File: src/rtl/sbox_share_ctrl_pkg.sv
// Shared types for the S-box sharing controller.
// FSM states, job owner and engine latency.
package aes_sbox_pkg;

    typedef enum logic [1:0] {
        S_IDLE  = 2'd0,
        S_ISSUE = 2'd1,
        S_WAIT  = 2'd2,
        S_DONE  = 2'd3
    } state_e;

    typedef enum logic {
        OWN_KEY = 1'b0,
        OWN_ST  = 1'b1
    } owner_e;

    localparam int SBOX_RUN_LAT = 7;
    localparam int ST_WORDS     = 4;

    function automatic int idx_w(input int n);
        return (n > 1) ? $clog2(n) : 1;
    endfunction

endpackage

File: src/rtl/sbox_share_ctrl_if.sv
// Bus between the sharing controller and one sbox_word engine.
// master = controller, slave = engine.
interface sbox_share_ctrl_if;

    logic        sbx_start_o;
    logic        sbx_decrypt_o;
    logic [31:0] sbx_data_o;
    logic        sbx_ready_i;
    logic [31:0] sbx_data_i;

    modport master (
        output sbx_start_o, sbx_decrypt_o, sbx_data_o,
        input  sbx_ready_i, sbx_data_i
    );

    modport slave (
        input  sbx_start_o, sbx_decrypt_o, sbx_data_o,
        output sbx_ready_i, sbx_data_i
    );

endinterface

File: src/rtl/sbox_share_ctrl_arb.sv
// Two-way grant logic for key and state jobs.
// SBOX_RR_ARB_EN selects round-robin, else key has priority.
module sbox_req_arb
    import aes_sbox_pkg::*;
(
    input  logic   clk,
    input  logic   rst_n,
    input  logic   key_req,
    input  logic   st_req,
    input  logic   upd,
    input  owner_e upd_own,
    output logic   gnt_vld,
    output owner_e gnt_own
);

    assign gnt_vld = key_req | st_req;

`ifdef SBOX_RR_ARB_EN
    owner_e last_q;

    // remember who the most recently completed job served
    always_ff @(posedge clk or negedge rst_n) begin
        if (!rst_n) begin
            last_q <= OWN_ST;
        end else if (upd) begin
            last_q <= upd_own;
        end
    end

    // on a tie favour whoever was not served last
    always_comb begin
        gnt_own = OWN_KEY;
        unique case (1'b1)
            key_req && st_req:
                gnt_own = (last_q == OWN_KEY) ? OWN_ST : OWN_KEY;
            !key_req && st_req:
                gnt_own = OWN_ST;
            default:
                gnt_own = OWN_KEY;
        endcase
    end
`else
    logic unused_rr;
    assign unused_rr = ^{clk, rst_n, upd, upd_own};
    assign gnt_own   = (st_req && !key_req) ? OWN_ST : OWN_KEY;
`endif

endmodule

File: src/rtl/sbox_share_ctrl.sv
// Shares one sbox_word engine between round datapath and key expansion.
// Arbitration mode set by SBOX_RR_ARB_EN (see sbox_req_arb).
module sbox_share_ctrl
    import aes_sbox_pkg::*;
#(
    parameter int NUM_WORDS   = ST_WORDS,
    parameter int TIMEOUT_CYC = 2 * SBOX_RUN_LAT + 1
) (
    input  logic                   clk,
    input  logic                   rst_n,
    input  logic                   st_req_i,
    input  logic                   st_decrypt_i,
    input  logic [32*NUM_WORDS-1:0] st_data_i,
    output logic                   st_done_o,
    output logic [32*NUM_WORDS-1:0] st_data_o,
    input  logic                   key_req_i,
    input  logic [31:0]            key_data_i,
    output logic                   key_done_o,
    output logic [31:0]            key_data_o,
    output logic                   busy_o,
    output logic                   err_o,
    sbox_share_ctrl_if.master      sbx
);

    localparam int IW = idx_w(NUM_WORDS);
    localparam int CW = $clog2(TIMEOUT_CYC + 1);
    localparam int DW = 32 * NUM_WORDS;
    localparam int RW = DW - 32;

    state_e          state_q, state_n;
    owner_e          own_q, gnt_own;
    logic            gnt_vld;
    logic [IW-1:0]   idx_q;
    logic [CW-1:0]   cnt_q;
    logic [RW-1:0]   rem_q;
    logic [31:0]     sbx_data_q;
    logic            sbx_dec_q;
    logic [DW-1:0]   st_data_q;
    logic [31:0]     key_data_q;
    logic            err_q;
    logic            take, store, tmo, last_word, job_end;

    assign last_word = (own_q == OWN_KEY) || (idx_q == IW'(NUM_WORDS - 1));
    assign job_end   = (state_q == S_DONE);

    sbox_req_arb u_arb (
        .clk     (clk),
        .rst_n   (rst_n),
        .key_req (key_req_i),
        .st_req  (st_req_i),
        .upd     (job_end),
        .upd_own (own_q),
        .gnt_vld (gnt_vld),
        .gnt_own (gnt_own)
    );

    // state register
    always_ff @(posedge clk or negedge rst_n) begin
        if (!rst_n) state_q <= S_IDLE;
        else        state_q <= state_n;
    end

    // next state and per-cycle strobes
    always_comb begin
        state_n = state_q;
        take    = 1'b0;
        store   = 1'b0;
        tmo     = 1'b0;
        unique case (state_q)
            S_IDLE: begin
                if (gnt_vld) begin
                    take    = 1'b1;
                    state_n = S_ISSUE;
                end
            end
            S_ISSUE: state_n = S_WAIT;
            S_WAIT: begin
                if (sbx.sbx_ready_i) begin
                    store   = 1'b1;
                    state_n = last_word ? S_DONE : S_ISSUE;
                end else if (cnt_q == CW'(TIMEOUT_CYC - 1)) begin
                    tmo     = 1'b1;
                    state_n = S_DONE;
                end
            end
            S_DONE:  state_n = S_IDLE;
            default: state_n = S_IDLE;
        endcase
    end

    // job owner, word stream to the engine and result capture
    always_ff @(posedge clk or negedge rst_n) begin
        if (!rst_n) begin
            own_q      <= OWN_KEY;
            idx_q      <= '0;
            cnt_q      <= '0;
            rem_q      <= '0;
            sbx_data_q <= '0;
            sbx_dec_q  <= 1'b0;
            st_data_q  <= '0;
            key_data_q <= '0;
            err_q      <= 1'b0;
        end else begin
            if (take) begin
                own_q <= gnt_own;
                idx_q <= '0;
                cnt_q <= '0;
                if (gnt_own == OWN_KEY) begin
                    sbx_data_q <= key_data_i;
                    sbx_dec_q  <= 1'b0;
                end else begin
                    sbx_data_q <= st_data_i[31:0];
                    rem_q      <= st_data_i[DW-1:32];
                    sbx_dec_q  <= st_decrypt_i;
                end
            end
            if (state_q == S_ISSUE) cnt_q <= '0;
            if (state_q == S_WAIT)  cnt_q <= cnt_q + 1'b1;
            if (store) begin
                if (own_q == OWN_KEY) key_data_q <= sbx.sbx_data_i;
                else st_data_q[32*idx_q +: 32] <= sbx.sbx_data_i;
            end
            if (store && !last_word) begin
                idx_q      <= idx_q + 1'b1;
                sbx_data_q <= rem_q[31:0];
                rem_q      <= rem_q >> 32;
            end
            if (state_n == S_DONE) begin
                sbx_data_q <= '0;
                sbx_dec_q  <= 1'b0;
            end
            if (tmo) err_q <= 1'b1;
        end
    end

    assign sbx.sbx_start_o   = (state_q == S_ISSUE);
    assign sbx.sbx_decrypt_o = sbx_dec_q;
    assign sbx.sbx_data_o    = sbx_data_q;

    assign st_done_o  = job_end && (own_q == OWN_ST);
    assign key_done_o = job_end && (own_q == OWN_KEY);
    assign st_data_o  = st_data_q;
    assign key_data_o = key_data_q;
    assign busy_o     = (state_q != S_IDLE);
    assign err_o      = err_q;

endmodule

File: src/flat_wrapper.sv
// flat-port wrapper written by rule: the top's interface ports become plain ports
module sbox_share_ctrl_flat import aes_sbox_pkg::*;
#(
    parameter int NUM_WORDS   = ST_WORDS,
    parameter int TIMEOUT_CYC = 2 * SBOX_RUN_LAT + 1
)
  (clk, rst_n, st_req_i, st_decrypt_i, st_data_i, st_done_o, st_data_o, key_req_i, key_data_i, key_done_o, key_data_o, busy_o, err_o, sbx_sbx_start_o, sbx_sbx_decrypt_o, sbx_sbx_data_o, sbx_sbx_ready_i, sbx_sbx_data_i);
  sbox_share_ctrl_if sbx_i ();
  input  logic clk;
  input  logic rst_n;
  input  logic st_req_i;
  input  logic st_decrypt_i;
  input  logic [32*NUM_WORDS-1:0] st_data_i;
  output logic st_done_o;
  output logic [32*NUM_WORDS-1:0] st_data_o;
  input  logic key_req_i;
  input  logic [31:0] key_data_i;
  output logic key_done_o;
  output logic [31:0] key_data_o;
  output logic busy_o;
  output logic err_o;
  output wire logic [$bits(sbx_i.sbx_start_o)-1:0] sbx_sbx_start_o;
  output wire logic [$bits(sbx_i.sbx_decrypt_o)-1:0] sbx_sbx_decrypt_o;
  output wire logic [$bits(sbx_i.sbx_data_o)-1:0] sbx_sbx_data_o;
  input wire logic [$bits(sbx_i.sbx_ready_i)-1:0] sbx_sbx_ready_i;
  input wire logic [$bits(sbx_i.sbx_data_i)-1:0] sbx_sbx_data_i;
  assign sbx_sbx_start_o = sbx_i.sbx_start_o;
  assign sbx_sbx_decrypt_o = sbx_i.sbx_decrypt_o;
  assign sbx_sbx_data_o = sbx_i.sbx_data_o;
  assign sbx_i.sbx_ready_i = sbx_sbx_ready_i;
  assign sbx_i.sbx_data_i = sbx_sbx_data_i;
  sbox_share_ctrl #(.NUM_WORDS(NUM_WORDS), .TIMEOUT_CYC(TIMEOUT_CYC)) u_core (.clk(clk), .rst_n(rst_n), .st_req_i(st_req_i), .st_decrypt_i(st_decrypt_i), .st_data_i(st_data_i), .st_done_o(st_done_o), .st_data_o(st_data_o), .key_req_i(key_req_i), .key_data_i(key_data_i), .key_done_o(key_done_o), .key_data_o(key_data_o), .busy_o(busy_o), .err_o(err_o), .sbx(sbx_i));
endmodule
File: config.mk
export PLATFORM = sky130hd
export DESIGN_NAME = sbox_share_ctrl_flat
export DESIGN_NICKNAME = d
export VERILOG_FILES = /design/src/rtl/sbox_share_ctrl_pkg.sv /design/src/rtl/sbox_share_ctrl_if.sv /design/src/rtl/sbox_share_ctrl_arb.sv /design/src/rtl/sbox_share_ctrl.sv /design/src/flat_wrapper.sv
export SDC_FILE = /design/constraint.sdc
export NUM_CORES = 1
export LEC_CHECK = 0
export ABC_CLOCK_PERIOD_IN_PS = 3400
export BUFFER_PORTS_ARGS = -buffer_cell sky130_fd_sc_hd__buf_2
export CORE_UTILIZATION = 40
export DETAILED_ROUTE_END_ITERATION = 8
export SLEW_MARGIN = 20
export SYNTH_ARGS = -nofsm -noshare
export SYNTH_HDL_FRONTEND = slang
export SYNTH_SLANG_ARGS = --single-unit
File: constraint.sdc
create_clock -name clk -period 3.4 [get_ports clk]
set_clock_uncertainty 0.1 [all_clocks]
set_input_delay 0.34 -clock clk [delete_from_list [all_inputs] [get_ports clk]]
set_output_delay 0.34 -clock clk [all_outputs]
set_load 0.05 [all_outputs]
* Word-level counts from Yosys, hierarchy flattened *
Cells that the tools add are included.

storage, ports and cells
  bits of input ports = 198
  output and inout port bits = 198
  flip-flop bits (word level) = 299
  word-level logic and storage cells = 69

cells by class
  add/subtract/negate cells = 3
  reductions and logical operators = 17
  eq/ne operators = 6
  mux-type cells = 29
  bitwise operators = 2
  shifts and indexed selects = 2

operators by type and width
  cell                                                                       number
  96-bit two-way mux                                                         3
  128-bit bitwise mux                                                        1
  32-bit two-way mux                                                         4
  32-bit by 34-bit variable shift with 128-bit output, first input constant  1
  32-bit by 34-bit indexed part select with 128-bit output                   1
  7-bit negation with 34-bit output                                          1
  2-bit two-way mux                                                          6
  4-bit two-way mux                                                          3
  1-bit two-way mux                                                          11
  2-bit equality test, second input constant                                 4
  2-bit one-hot mux with 4 select lines                                      1
  2-bit nonzero test                                                         4
  2-bit AND reduction                                                        3
  3-bit nonzero test                                                         2
  4-bit by 1-bit adder with 4-bit output, second input constant              1
  4-bit equality test, second input constant                                 1
  1-bit logical AND                                                          4
  2-bit by 1-bit adder with 2-bit output, second input constant              1
  2-bit by 1-bit equality test with 1-bit output, second input constant      1
  1-bit logical NOT                                                          2
  2-bit logical NOT                                                          1
  1-bit logical OR                                                           1
  1-bit inverter                                                             1
  1-bit OR                                                                   1

* Longest topological paths before layout *
  depth after elaboration = 7
  gate-level depth with buffers = 10
  gate-level depth less buffers = 6

* Hierarchy *
A second synthesis with hierarchy kept.

second synthesis, totals
  cells, all modules = 1395
  area, all modules = 13524.2 um^2

modules (own cells, without submodules)
  module           cells an instance  seq. area each (um^2)  area an instance (um^2)  times used
  sbox_share_ctrl  1393               7482.2                 13511.7                  1
  sbox_req_arb     2                  0.0                    12.5                     1

* Worst setup path after synthesis *
No wires, ideal clock.

  path kind = reg2reg
  start = register u_core.state_q[1]
  end = register u_core.sbx_dec_q (netlist: u_core.sbx.sbx_decrypt_o)
  path slack = 1.329 ns
  data arrival time = 1.849 ns
  data required time = 3.178 ns
  stages on the path, launching flop included = 7
  path through = dfrtp_1 inv_1 ha_1 a221oi_1 a211oi_2 buf_2 nor2_1

between the ends
  elaborated cells on any way between the ends = 12
  those cells by class = 4 x eq/ne; 6 x mux; 2 x reduce/logical

RTL lines
  item                                                     RTL line                source
  start, declared                                          sbox_share_ctrl.sv:30   state_e state_q, state_n;
  start signal, assigned                                   sbox_share_ctrl.sv:60   else state_q <= state_n;
  2-bit by 1-bit equality test with 1-bit output *         n/a
  named net sbx_sbx_start_o                                flat_wrapper.sv:22      output wire logic [$bits(sbx_i.sbx_start_o)-1:0] sbx_sbx_start_o;
  2-bit one-hot mux with 4 select lines *                  sbox_share_ctrl.sv:69   unique case (state_q)
  2-bit equality test *                                    sbox_share_ctrl.sv:128  if (state_n == S_DONE) begin
  1-bit two-way mux or 2-bit nonzero test (tied branches)  n/a
  end signal, assigned                                     sbox_share_ctrl.sv:114  sbx_dec_q <= st_decrypt_i;
  end, declared                                            sbox_share_ctrl.sv:37   logic sbx_dec_q;

The timed path passes the listed nets; every way through them passes the cells marked *.
A chain may end at the register's enable or synchronous reset.

* Worst setup path in the final report *
  start = register u_core.state_q[0]
  end = register u_core.sbx_data_q[18] (netlist: u_core.sbx.sbx_data_o[18])

between the ends
  word-level cells in the longest chain between the ends = 5
  elaborated cells on any way between the ends = 15
  those cells by class = 4 x eq/ne; 8 x mux; 3 x reduce/logical

RTL lines
  item                                                                        RTL line                                        source
  2-bit two-way mux or 2-bit equality test (tied branches)                    sbox_share_ctrl.sv:81, sbox_share_ctrl.sv:69
  2-bit two-way mux or 1-bit two-way mux (tied branches)                      sbox_share_ctrl.sv:78, sbox_share_ctrl.sv:69
  2-bit one-hot mux with 4 select lines or 1-bit logical AND (tied branches)  sbox_share_ctrl.sv:69, sbox_share_ctrl.sv:123
  2-bit equality test or 32-bit two-way mux (tied branches)                   sbox_share_ctrl.sv:128, sbox_share_ctrl.sv:123
  3-bit nonzero test (no line) or 32-bit two-way mux (tied branches)          n/a
  end signal, assigned                                                        sbox_share_ctrl.sv:109                          sbx_data_q <= key_data_i;
  end signal, assigned                                                        sbox_share_ctrl.sv:112                          sbx_data_q <= st_data_i[31:0];
  end signal, assigned                                                        sbox_share_ctrl.sv:125                          sbx_data_q <= rem_q[31:0];
  end, declared                                                               sbox_share_ctrl.sv:36                           logic [31:0] sbx_data_q;

Several ways; a longest one is shown, not always the timed one.

==> results.toml <==
[routing]
vias = 10722
finalWirelength_um = 36910
avgRoutedWirePerCell_um = 16.92
postRouteAntennaNets = 0
route.detailed.drc = 0
first_pass_iters = 5
first_iter_violations = 658
viasPerCell = 4.914

[floorplanning]
die_area_um2 = 33310
start_util = 0.4099
die_h_um = 182.5
io_pins = 396
die_w_um = 182.5
fp-row-count = 65
core_um2 = 31800

[pwr]
vdd_ir_drop_max_mv = 0.4303
power.density_nw_per_um2 = 848.0
cellInternalPower_mw = 8.443
p_seq_frac = 0.377
finalPower_mw = 14.30
pwr-share-clk = 0.245
p_sw_frac = 0.4095
power_frac_comb = 0.378
p_leak_nw = 8.359
switching_power_mw = 5.854

[logic_synthesis]
ys_ff_latch = 299
synthSimpleGateAreaFrac = 0.1447
ys_warn_count = 0
synth_common_cells = "nand2_1 (427), dfrtp_1 (299), o21ai_0 (183), mux2i_1 (97), a21oi_1 (66)"
synth_nets = 1542
syn_area_um2 = 13030
muxShareOfSynthArea = 0.1021
synth.area.top_cells = "dfrtp_1 (57%), nand2_1 (12%), mux2i_1 (7.4%)"
netlist_instances = 1331
synth_xor_area_frac = 0
yosysSeqAreaShare = 0.5741
synth_compound_area_frac = 0.1294
synthAdderAreaFrac = 0.01248
syn_area_per_cell_um2 = 9.792
async_reset_ff_frac = 1.000
synth_top_area_frac = 0.5741
synth.most_common_cell = "nand2_1"
synth_edf_count = 0
synth_top_family_by_area = "simple AND/OR/NAND/NOR gates"
synth_cell_type_count = 36
synth_largest_area_cell = "dfrtp_1"
ys.flop_type = "dfrtp_1"

[global_routing]
top_usage_layer = "met2"
grtUsageMet3 = 0.04430
track_usage = 0.2225
grt_overflow = 0
antenna_found_initial = 4
grt_util_met1 = 0.3040
grt_pass1_vias = 10669
grt_max_degree = 83
grt_pass1_wl_um = 58590
use_met2 = 0.3614

[job]
maxCapViolCount = 0

[placement]
hpwl_um = 25230
finalWeightedCongestion = 0.7928
place_inst = 2092
place_area_um2 = 15480
io_buffers = 395

[timing]
setup_viol = 0
max_freq_mhz = 386.3
finalCritPeriodShare = 0.7614
hold_violations = 0
finalCriticalPeriod_ns = 2.589
rsz0062_at_grt = "false"
timing.setup.tns_ns = 0
slew_viol_final = 0
tightest_slew_ns = 0.7680
slew_headroom = 0.4864

[clocking]
clock_path_buffers = 3
htree_levels = 2
ctsResizeCount = 0
cts_tree = "done"
hold_buffers = 30
cts_made_buffers = 35
cts_sinks = 299
cts_root_buf = "clkbuf_16"
clk_pin_slew_worst_paths_ns = 0.06
post-cts-setup-buffers = 0
clock_latency_ns = 0.49

[critical_path]
cp_max_fo = 35
cp_top_family = "simple AND/OR/NAND/NOR gates"
worst_ep_arrival_time_ns = 2.84
worstSetupPathType = "reg -> reg"
required_ns = 3.65
path_cells = "inv_1 > ha_1 > and3_1 > nor2b_4 > buf_4 > a211o_1 > a21oi_1"
endpoint_kind = "flip-flop"
critical-path-max-stage-delay_ns = 0.57
cp_num_buf_inv = 2
crit_slowest_cell = "nor2b_4"
start_kind = "flip-flop"

[layout]
nets = 1935
instances_no_fill = 2182
fin_area_um2 = 16860
final_util = 0.5302
areaGrowthSynthToFinish_pct = 29.35
drive_gt1_frac = 0.2928

[outcome]
status = "complete, no violations"

[worst_hold_path]
min_path_type = "in -> reg"
worst register-to-register path, delay by kind of cell (launching register included):
kind	cells	cell delay, ns
AND/OR/NAND/NOR	2	0.89
buffers and inverters	2	0.57
flip-flops	1	0.42
adder cells (fa/ha/maj)	1	0.27
AO/OA/AOI/OAI	2	0.21
metrics by stage:
stage                     setup WS, ns  hold slack, ns
after global routing            0.5148        0.003843
final                           0.8113         0.02689
after detailed placement        0.7969          0.2915
after global placement          0.8332          0.2918
after floorplan                  1.329        -0.05559
after CTS                       0.7938       0.0003126
per-layer routing:
| layer | up-vias | part of all wire |
|---|---|---|
| met5 | - | 0.0012 |
| met2 | 329 | 0.46 |
| li1 | 5249 | - |
| met1 | 5081 | 0.46 |
| met3 | 57 | 0.059 |
| met4 | 6 | 0.021 |
cells in the final DEF, fill, tap and decap left out, drive strengths merged, types with 30 or more instances in the layout:
cell type,n
a211o,32
mux2,32
buf,419
a21oi,66
dfrtp,299
o21ai,199
mux2i,97
nand2,427
dlygate4sd3,30
clkbuf,54
nor2,35
logic make-up after synthesis:
logic type / after synthesis
AND/OR/NAND/NOR: 483
AO/OA/AOI/OAI: 307
flip-flops: 299
multiplexers: 129
buffers and inverters: 100
adder cells (fa/ha/maj): 13
final timing paths:
kind / startpoint / to / slack, ns / depth (start not counted)
max reg2reg: u_core.state_q[0] / u_core.sbx.sbx_data_o[18] / 0.81 / 7
min reg2reg: u_core.st_data_o[42] / u_core.st_data_o[42] / 0.37 / 2
min: st_data_i[71] / u_core.rem_q[39] / 0.03 / 3
min in group asynchronous: rst_n / u_core.key_data_o[0] / 0.34 / 2
max: u_core.state_q[0] / u_core.sbx.sbx_data_o[18] / 0.81 / 7
max in group asynchronous: rst_n / u_core.st_data_o[28] / 1.96 / 3
power groups by stage:
stage / logic, mW / registers [mW] / clock network [mW]
after global placement: 5.31 / 5.42 / 0
after global routing: 5.82 / 5.53 / 3.75
after floorplan: 1.96 / 7.35 / 0
final: 5.40 / 5.39 / 3.51
after detailed placement: 5.42 / 5.43 / 0
after CTS: 5.44 / 5.39 / 3.61
cell type report:
cell class / instances / area [µm²]
Antenna cell: 2 / 5.005
Clock buffer: 54 / 1040
Clock inverter: 4 / 33.78
Fill cell: 2972 / 14940
Inverter: 7 / 26.28
Multi-Input combinational cell: 932 / 5122
Sequential cell: 299 / 7482
Tap cell: 435 / 544.3
Timing Repair Buffer: 449 / 2605
flip-flops by register name, indices dropped and copies added, names as in the netlist:
| register | count |
|---|---|
| u_core.rem_q | 96 |
| u_core.sbx.sbx_data_o | 32 |
| u_core.cnt_q | 4 |
| u_core.idx_q | 2 |
| u_core.own_q | 1 |
| u_core.err_o | 1 |
| u_core.sbx.sbx_decrypt_o | 1 |
| u_core.key_data_o | 32 |
| u_core.state_q | 2 |
| u_core.st_data_o | 128 |
Power figures use the tool's default switching activity.
